==> config.mk <==
export PLATFORM = sky130hd
export DESIGN_NAME = pipe_ctrl
export DESIGN_NICKNAME = d
export VERILOG_FILES = /design/src/rtl/pipe_ctrl_pkg.sv /design/src/rtl/pipe_ctrl.sv
export SDC_FILE = /design/constraint.sdc
export NUM_CORES = 1
export LEC_CHECK = 0
export ABC_AREA = 1
export BUFFER_PORTS_ARGS = -buffer_cell sky130_fd_sc_hd__buf_2
export CORE_MARGIN = 2
export CORE_UTILIZATION = 55
export CTS_BUF_LIST = sky130_fd_sc_hd__clkbuf_8 sky130_fd_sc_hd__clkbuf_16
export CTS_CLUSTER_SIZE = 20
export DETAILED_ROUTE_END_ITERATION = 8
export GPL_ROUTABILITY_DRIVEN = 0
export GPL_TIMING_DRIVEN = 1
export PLACE_DENSITY = 0.78
export REMOVE_ABC_BUFFERS = 1
export SYNTH_ARGS = -nofsm -noshare
export SYNTH_HDL_FRONTEND = slang
export SYNTH_SLANG_ARGS = --single-unit
==> constraint.sdc <==
create_clock -name clk -period 2.7 [get_ports clk]
set_clock_uncertainty 0.1 [all_clocks]
set_input_delay 0.54 -clock clk [delete_from_list [all_inputs] [get_ports clk]]
set_output_delay 0.54 -clock clk [all_outputs]
set_load 0.01 [all_outputs]
==> src/rtl/pipe_ctrl_pkg.sv <==
// Shared encodings for the pipeline sequencer: exception codes, ctrl ops,
// control-register map and sequencer state.
package pipe_ctrl_pkg;

  localparam logic [2:0] EXP_NONE     = 3'd0;
  localparam logic [2:0] EXP_INT      = 3'd1;
  localparam logic [2:0] EXP_UNDEF    = 3'd2;
  localparam logic [2:0] EXP_OVFL     = 3'd3;
  localparam logic [2:0] EXP_MISALIGN = 3'd4;
  localparam logic [2:0] EXP_TRAP     = 3'd5;
  localparam logic [2:0] EXP_PRIV     = 3'd6;

  localparam logic [1:0] CTRL_NOP  = 2'd0;
  localparam logic [1:0] CTRL_ERET = 2'd1;
  localparam logic [1:0] CTRL_HALT = 2'd2;

  localparam int CREG_STATUS   = 0;
  localparam int CREG_INT_MASK = 1;
  localparam int CREG_INT_PEND = 2;
  localparam int CREG_EXP_CODE = 3;
  localparam int CREG_EXP_VEC  = 4;
  localparam int CREG_EPC      = 5;

  typedef enum logic {
    ST_RUN  = 1'b0,
    ST_HALT = 1'b1
  } state_t;

  // Redirect event chosen for the current cycle (at most one)
  typedef enum logic [2:0] {
    EV_NONE,
    EV_EXC,
    EV_INT,
    EV_ERET,
    EV_HALT,
    EV_WAKE
  } event_t;

  function automatic logic [29:0] pc_inc(input logic [29:0] pc);
    return pc + 30'd1;
  endfunction

endpackage

==> src/rtl/pipe_ctrl.sv <==
// Pipeline sequencer for the IF/ID/EX/MEM CPU: merges stalls, MEM-stage
// events and interrupts into stall/flush/redirect, and owns the control registers.
module pipe_ctrl
  import pipe_ctrl_pkg::*;
#(
  parameter int IRQ_W   = 8,
  parameter int CREG_AW = 5
) (
  input  logic               clk,
  input  logic               reset,
  input  logic               if_busy,
  input  logic               ld_busy,
  input  logic               mem_en,
  input  logic [29:0]        mem_pc,
  input  logic [2:0]         mem_exp_code,
  input  logic [1:0]         mem_ctrl_op,
  input  logic [IRQ_W-1:0]   irq,
  input  logic               creg_we,
  input  logic [CREG_AW-1:0] creg_wr_addr,
  input  logic [31:0]        creg_wr_data,
  input  logic [CREG_AW-1:0] creg_rd_addr,
  output logic [31:0]        creg_rd_data,
  output logic               if_stall,
  output logic               id_stall,
  output logic               ex_stall,
  output logic               mem_stall,
  output logic               if_flush,
  output logic               id_flush,
  output logic               ex_flush,
  output logic               mem_flush,
  output logic [29:0]        new_pc,
  output logic               int_detect
);

  localparam logic [CREG_AW-1:0] A_STATUS   = CREG_AW'(CREG_STATUS);
  localparam logic [CREG_AW-1:0] A_INT_MASK = CREG_AW'(CREG_INT_MASK);
  localparam logic [CREG_AW-1:0] A_INT_PEND = CREG_AW'(CREG_INT_PEND);
  localparam logic [CREG_AW-1:0] A_EXP_CODE = CREG_AW'(CREG_EXP_CODE);
  localparam logic [CREG_AW-1:0] A_EXP_VEC  = CREG_AW'(CREG_EXP_VEC);
  localparam logic [CREG_AW-1:0] A_EPC      = CREG_AW'(CREG_EPC);

  state_t             state_reg, state_next;
  logic               ie_reg, ie_next;
  logic               pie_reg, pie_next;
  logic [IRQ_W-1:0]   mask_reg, mask_next;
  logic [2:0]         code_reg, code_next;
  logic [29:0]        vector_reg, vector_next;
  logic [29:0]        epc_reg, epc_next;
  logic [29:0]        halt_pc_reg, halt_pc_next;

  event_t             ev;
  logic               halted;
  logic               stall;
  logic               accept;
  logic               int_raw;
  logic               wr_en;
  logic [IRQ_W-1:0]   int_pend;
  logic               unused_wr_bits;

  assign unused_wr_bits = ^creg_wr_data[31:30];

  assign halted   = (state_reg == ST_HALT);
  assign int_pend = irq & ~mask_reg;
  assign int_raw  = ie_reg & (|int_pend);
  // A halted core has no load in flight, so only the IF bus can stall it
  assign stall    = if_busy | (ld_busy & ~halted);
  assign accept   = ~stall & mem_en & ~halted;

  always_comb begin
    ev = EV_NONE;
    if (halted) begin
      if (int_raw) ev = EV_WAKE;
    end else if (accept) begin
      if (mem_exp_code != EXP_NONE)       ev = EV_EXC;
      else if (int_raw)                   ev = EV_INT;
      else if (mem_ctrl_op == CTRL_ERET)  ev = EV_ERET;
      else if (mem_ctrl_op == CTRL_HALT)  ev = EV_HALT;
    end
  end

  always_comb begin
    if_stall   = 1'b0;
    id_stall   = 1'b0;
    ex_stall   = 1'b0;
    mem_stall  = 1'b0;
    if_flush   = 1'b0;
    id_flush   = 1'b0;
    ex_flush   = 1'b0;
    mem_flush  = 1'b0;
    new_pc     = '0;
    int_detect = 1'b0;
    if (!reset) begin
      int_detect = int_raw;
      // IF stays frozen while halted, released on the wake-up cycle
      if_stall   = stall | (halted & ~int_raw);
      id_stall   = stall;
      ex_stall   = stall;
      mem_stall  = stall;
      case (ev)
        EV_EXC: begin
          {if_flush, id_flush, ex_flush, mem_flush} = 4'b1111;
          new_pc = vector_reg;
        end
        EV_INT, EV_WAKE: begin
          {if_flush, id_flush, ex_flush} = 3'b111;
          new_pc = vector_reg;
        end
        EV_ERET: begin
          {if_flush, id_flush, ex_flush} = 3'b111;
          new_pc = epc_reg;
        end
        EV_HALT: begin
          {if_flush, id_flush, ex_flush} = 3'b111;
          new_pc = pc_inc(mem_pc);
        end
        default: ;
      endcase
    end
  end

  always_comb begin
    state_next   = state_reg;
    ie_next      = ie_reg;
    pie_next     = pie_reg;
    mask_next    = mask_reg;
    code_next    = code_reg;
    vector_next  = vector_reg;
    epc_next     = epc_reg;
    halt_pc_next = halt_pc_reg;

    wr_en = creg_we & ~stall & (ev != EV_EXC);
    if (wr_en) begin
      case (creg_wr_addr)
        A_STATUS:   {pie_next, ie_next} = creg_wr_data[1:0];
        A_INT_MASK: mask_next   = creg_wr_data[IRQ_W-1:0];
        A_EXP_CODE: code_next   = creg_wr_data[2:0];
        A_EXP_VEC:  vector_next = creg_wr_data[29:0];
        A_EPC:      epc_next    = creg_wr_data[29:0];
        default: ;
      endcase
    end

    // Event updates come last so they override a write to the same register
    case (ev)
      EV_EXC: begin
        epc_next  = mem_pc;
        code_next = mem_exp_code;
        pie_next  = ie_reg;
        ie_next   = 1'b0;
      end
      EV_INT: begin
        epc_next  = pc_inc(mem_pc);
        code_next = EXP_INT;
        pie_next  = ie_reg;
        ie_next   = 1'b0;
      end
      EV_WAKE: begin
        epc_next   = halt_pc_reg;
        code_next  = EXP_INT;
        pie_next   = ie_reg;
        ie_next    = 1'b0;
        state_next = ST_RUN;
      end
      EV_ERET: begin
        ie_next  = pie_reg;
        pie_next = pie_reg;
      end
      EV_HALT: begin
        halt_pc_next = pc_inc(mem_pc);
        state_next   = ST_HALT;
      end
      default: ;
    endcase
  end

  always_comb begin
    creg_rd_data = '0;
    case (creg_rd_addr)
      A_STATUS:   creg_rd_data[1:0]       = {pie_reg, ie_reg};
      A_INT_MASK: creg_rd_data[IRQ_W-1:0] = mask_reg;
      A_INT_PEND: creg_rd_data[IRQ_W-1:0] = int_pend;
      A_EXP_CODE: creg_rd_data[2:0]       = code_reg;
      A_EXP_VEC:  creg_rd_data[29:0]      = vector_reg;
      A_EPC:      creg_rd_data[29:0]      = epc_reg;
      default: ;
    endcase
  end

  always_ff @(posedge clk) begin
    if (reset) begin
      state_reg   <= ST_RUN;
      ie_reg      <= 1'b0;
      pie_reg     <= 1'b0;
      mask_reg    <= '1;
      code_reg    <= '0;
      vector_reg  <= '0;
      epc_reg     <= '0;
      halt_pc_reg <= '0;
    end else begin
      state_reg   <= state_next;
      ie_reg      <= ie_next;
      pie_reg     <= pie_next;
      mask_reg    <= mask_next;
      code_reg    <= code_next;
      vector_reg  <= vector_next;
      epc_reg     <= epc_next;
      halt_pc_reg <= halt_pc_next;
    end
  end

endmodule

==> run_results.csv <==
group,metric,value,unit
status,outcome,"finished, violations left",
status,violated_checks,"setup timing",
final_layout,layout-drive-gt1-share,28.7,%
placement,place_worst_setup_slack,-0.313,ns
critical_path,timing.critical_path.slowest_stage_cell,"sky130_fd_sc_hd__dfxtp_2",
sta,period_needed,2.91,ns
clocking,tritoncts.num_buffers,9,
logic_synthesis,mappedNetlistArea,6830,um2
clocking,clock_tree_from_tritoncts,"built",
global_routing,grt_util_all_layers,35.9,%
final_layout,n_fill_cell,961,
sta,timing.fmax,0.344,GHz
pwr,leakagePower,4.18,nW
drt,routed_wirelength,25.2,mm
logic_synthesis,yosysSeqAreaShare,30.5,%
drt,routedWlPerCell,16.3,um
critical_path,critPathMostFrequentCell,"sky130_fd_sc_hd__nand2_2",
pwr,powerDensity,374,nW/um2
critical_path,path_class,"reg2out",
drt,vias,8719,
die,initial_utilization,56.6,%
global_routing,first_global_vias,7806,
drt,viasPerCell,5.64,
placement,dp_cells,1509,
critical_path,crit_path_start_kind,"flop",
final_layout,utilization,77.0,%
clocking,cts.reportedPaths.clkPinSlew,0.08,ns
critical_path,largest_delay_share_family_worst_path,"simple AND/OR/NAND/NOR gates",
placement,detailed_place_hpwl,16.7,mm
sta,hold_viol,0,
logic_synthesis,number_of_flops_mapped_to_enable_cells_by_yosys,0,
sta,final.hold.worst_slack,0.351,ns
logic_synthesis,synthFlopType,"sky130_fd_sc_hd__dfxtp_1",
critical_path,crit_arrival,2.27,ns
global_routing,grt_first_pass_wirelength,37.9,mm
clocking,cts_hold_buffers,0,
logic_synthesis,syn-instance-count,1143,
global_routing,grt_max_degree,84,
critical_path,worstPathCellList,"inv_2 > nand2_2 > nand2_1 > nor2_1 > nand2_2 > nand2_4 > nand2_2 > nand2_2 > nand2_2 > nand2_4 > nand2_4 > nand2_4 > buf_12 > buf_8 > a21oi_2 > nor2_1 > buf_2",
placement,port_buffers,157,
pwr,vdd_drop_max,0.000362,V
clocking,clk_path_buf_depth,2,
critical_path,cp_max_fo,6,
sta,timing.final.crit_share,108,%
sta,rsz_0062_raised_after_global_routing,"yes",
clocking,clock_sinks,104,
die,placement_rows,40,
drt,drt_first_pass_iters,6,
critical_path,crit_buf_inv,4,
job,max_cap_viol_count,0,
drt,detail_route.iter0.violations,915,
drt,antenna_left,0,
die,chipWidth,115,um
sta,worst-slew-pin-transition,0.710,ns
clocking,buffer_type_at_the_clock_tree_root,"sky130_fd_sc_hd__clkbuf_16",
sta,timing_max_transition_violations_final,0,
critical_path,worstPathRequired,2.06,ns
sta,final_critical_path_setup_slack,-0.209,ns
final_layout,insertedDiodeCount,0,
pwr,post-layout-total-power,3.48,mW
logic_synthesis,postSynth.asyncResetShare,0,%
logic_synthesis,count_of_unique_library_cells_instantiated_by_yosys,44,
critical_path,max_stage_delay_on_crit_path,0.35,ns
global_routing,antenna_violations_before_repair,1,
final_layout,area_grow_syn2layout,36.2,%
die,design.core.area,12100,um2
clocking,worstSkewPairLatency,0.36,ns
die,die_height,115,um
die,pin_count,162,
drt,drc,0,
logic_synthesis,synth.yosys.warnings,0,
sta,final_number_of_setup_violating_endpoints,34,
sta,slew_headroom,52.2,%
min_path,hp-class,"in2reg",
die,die_area,13300,um2
logic_synthesis,avgSynthCellArea,5.97,um2
global_routing,grt_overflow,0,
final_layout,stdcell_area,9290,um2
final_layout,final_cells,1547,
final_layout,layout.nets,1466,
placement,placement.cell_area,8410,um2
critical_path,setup.worst_path.end_class,"output port",
clocking,cts_htree_levels,3,
sta,final.setup.tns,-5.64,ns
logic_synthesis,yosys_register_bits,104,
per-layer routing:
metal,vias to the layer above,wire length (um),track usage (%)
met4,4,994,12.4
met1,3983,9800,44.2
met5,-,42,0
met2,500,12100,62.8
li1,4134,-,-
met3,98,2330,6.54
cells by family (layout without fill, tap and decap cells):
group,after synthesis,after routing,share of synthesized area [%]
compound gates,203,203,16.5
xor+xnor,25,25,3.21
fa+ha+maj,1,1,0.183
buf+inv,183,418,11.1
flops,104,104,30.5
other cells,1,2,0.0549
simple gates,626,626,38.4
final timing paths:
check	start	to	slack [ns]	cells after the start
max	mask_reg[1]	new_pc[3]	-0.21	17
min	creg_wr_data[27]	vector_reg[27]	0.35	3
max reg2reg	mask_reg[1]	epc_reg[0]	-0.05	18
min reg2reg	mask_reg[2]	mask_reg[2]	0.36	2
final cells by class:
| class | instances | area, um2 | share of cell area [%] |
|---|---|---|---|
| clock inverters | 6 | 68.8 | 0.741 |
| inverters | 121 | 472 | 5.08 |
| clock buffers | 10 | 239 | 2.57 |
| well taps | 168 | 210 | 2.26 |
| repair buffers | 281 | 1940 | 20.9 |
| flip-flops and latches | 104 | 2090 | 22.5 |
| multi-input cells | 857 | 4270 | 45.9 |
cells in the mapped netlist (all sizes together) (14+ instances only):
library cell  instances  area share [%]
a21oi                83             6.1
a31oi                17             1.6
buf                  33             2.9
clkbuf               29             1.6
dfxtp               104              31
inv                 119             6.5
nand2               345              20
nand3                93             7.0
nor2                151             8.6
nor3                 17             1.3
o21ai                68             5.0
o22ai                14             1.3
xor2                 22             2.8
worst register-to-register path, cell delays in order (launching register included):
cell and delay (ns):
sky130_fd_sc_hd__dfxtp_2 0.35, sky130_fd_sc_hd__inv_2 0.04, sky130_fd_sc_hd__nand2_2 0.08, sky130_fd_sc_hd__nand2_1 0.05, sky130_fd_sc_hd__nor2_1 0.10, sky130_fd_sc_hd__nand2_2 0.09, sky130_fd_sc_hd__nand2_4 0.12, sky130_fd_sc_hd__inv_2 0.07
sky130_fd_sc_hd__buf_6 0.11, sky130_fd_sc_hd__nand4_1 0.14, sky130_fd_sc_hd__nand2_4 0.11, sky130_fd_sc_hd__buf_12 0.15, sky130_fd_sc_hd__buf_8 0.14, sky130_fd_sc_hd__buf_4 0.16, sky130_fd_sc_hd__buf_4 0.14, sky130_fd_sc_hd__nor2_4 0.14
sky130_fd_sc_hd__inv_4 0.12, sky130_fd_sc_hd__o21ai_0 0.31, sky130_fd_sc_hd__nor2_1 0.11
cells in the final DEF, fill, tap and decap left out, types with 6 or more instances in the layout:
master	synthesis	routed
sky130_fd_sc_hd__buf_2	20	155
sky130_fd_sc_hd__nand2_2	6	17
sky130_fd_sc_hd__dfxtp_1	104	95
sky130_fd_sc_hd__nand2_4	3	6
sky130_fd_sc_hd__nor2_4	3	6
sky130_fd_sc_hd__o22ai_1	14	14
sky130_fd_sc_hd__inv_2	14	13
sky130_fd_sc_hd__nand2_1	336	321
sky130_fd_sc_hd__inv_1	105	103
sky130_fd_sc_hd__o21ai_1	15	23
sky130_fd_sc_hd__clkbuf_16	0	9
sky130_fd_sc_hd__a22oi_1	6	6
sky130_fd_sc_hd__nand3_1	90	89
sky130_fd_sc_hd__xor2_1	22	18
sky130_fd_sc_hd__o21ai_0	53	42
sky130_fd_sc_hd__nor2_2	0	9
sky130_fd_sc_hd__nor3_1	16	12
sky130_fd_sc_hd__dfxtp_2	0	9
sky130_fd_sc_hd__a21oi_2	1	7
sky130_fd_sc_hd__nand4_1	9	9
sky130_fd_sc_hd__a31oi_1	17	14
sky130_fd_sc_hd__buf_12	0	13
sky130_fd_sc_hd__o221ai_1	6	6
sky130_fd_sc_hd__buf_4	7	101
sky130_fd_sc_hd__nor2_1	148	136
sky130_fd_sc_hd__a21oi_1	82	75
sky130_fd_sc_hd__buf_6	3	8
timing repair:
action / 4_1_cts / 5_1_grt
gates resized for setup: 60 / 58
pin swaps: 18 / 19
endpoints found under the hold margin: 0 / 0
setup buffers: 16 / 6
cloned: 1 / 0
endpoints found under the setup margin: 34 / 62
power breakdown:
group / internal, mW / switching [mW] / leakage [nW]
sequential: 1.56 / 0.0165 / 0.838
combinational: 0.209 / 0.320 / 3.19
clock: 0.748 / 0.623 / 0.149
total: 2.52 / 0.960 / 4.18
Note: power is estimated with default switching activity, not from simulation.
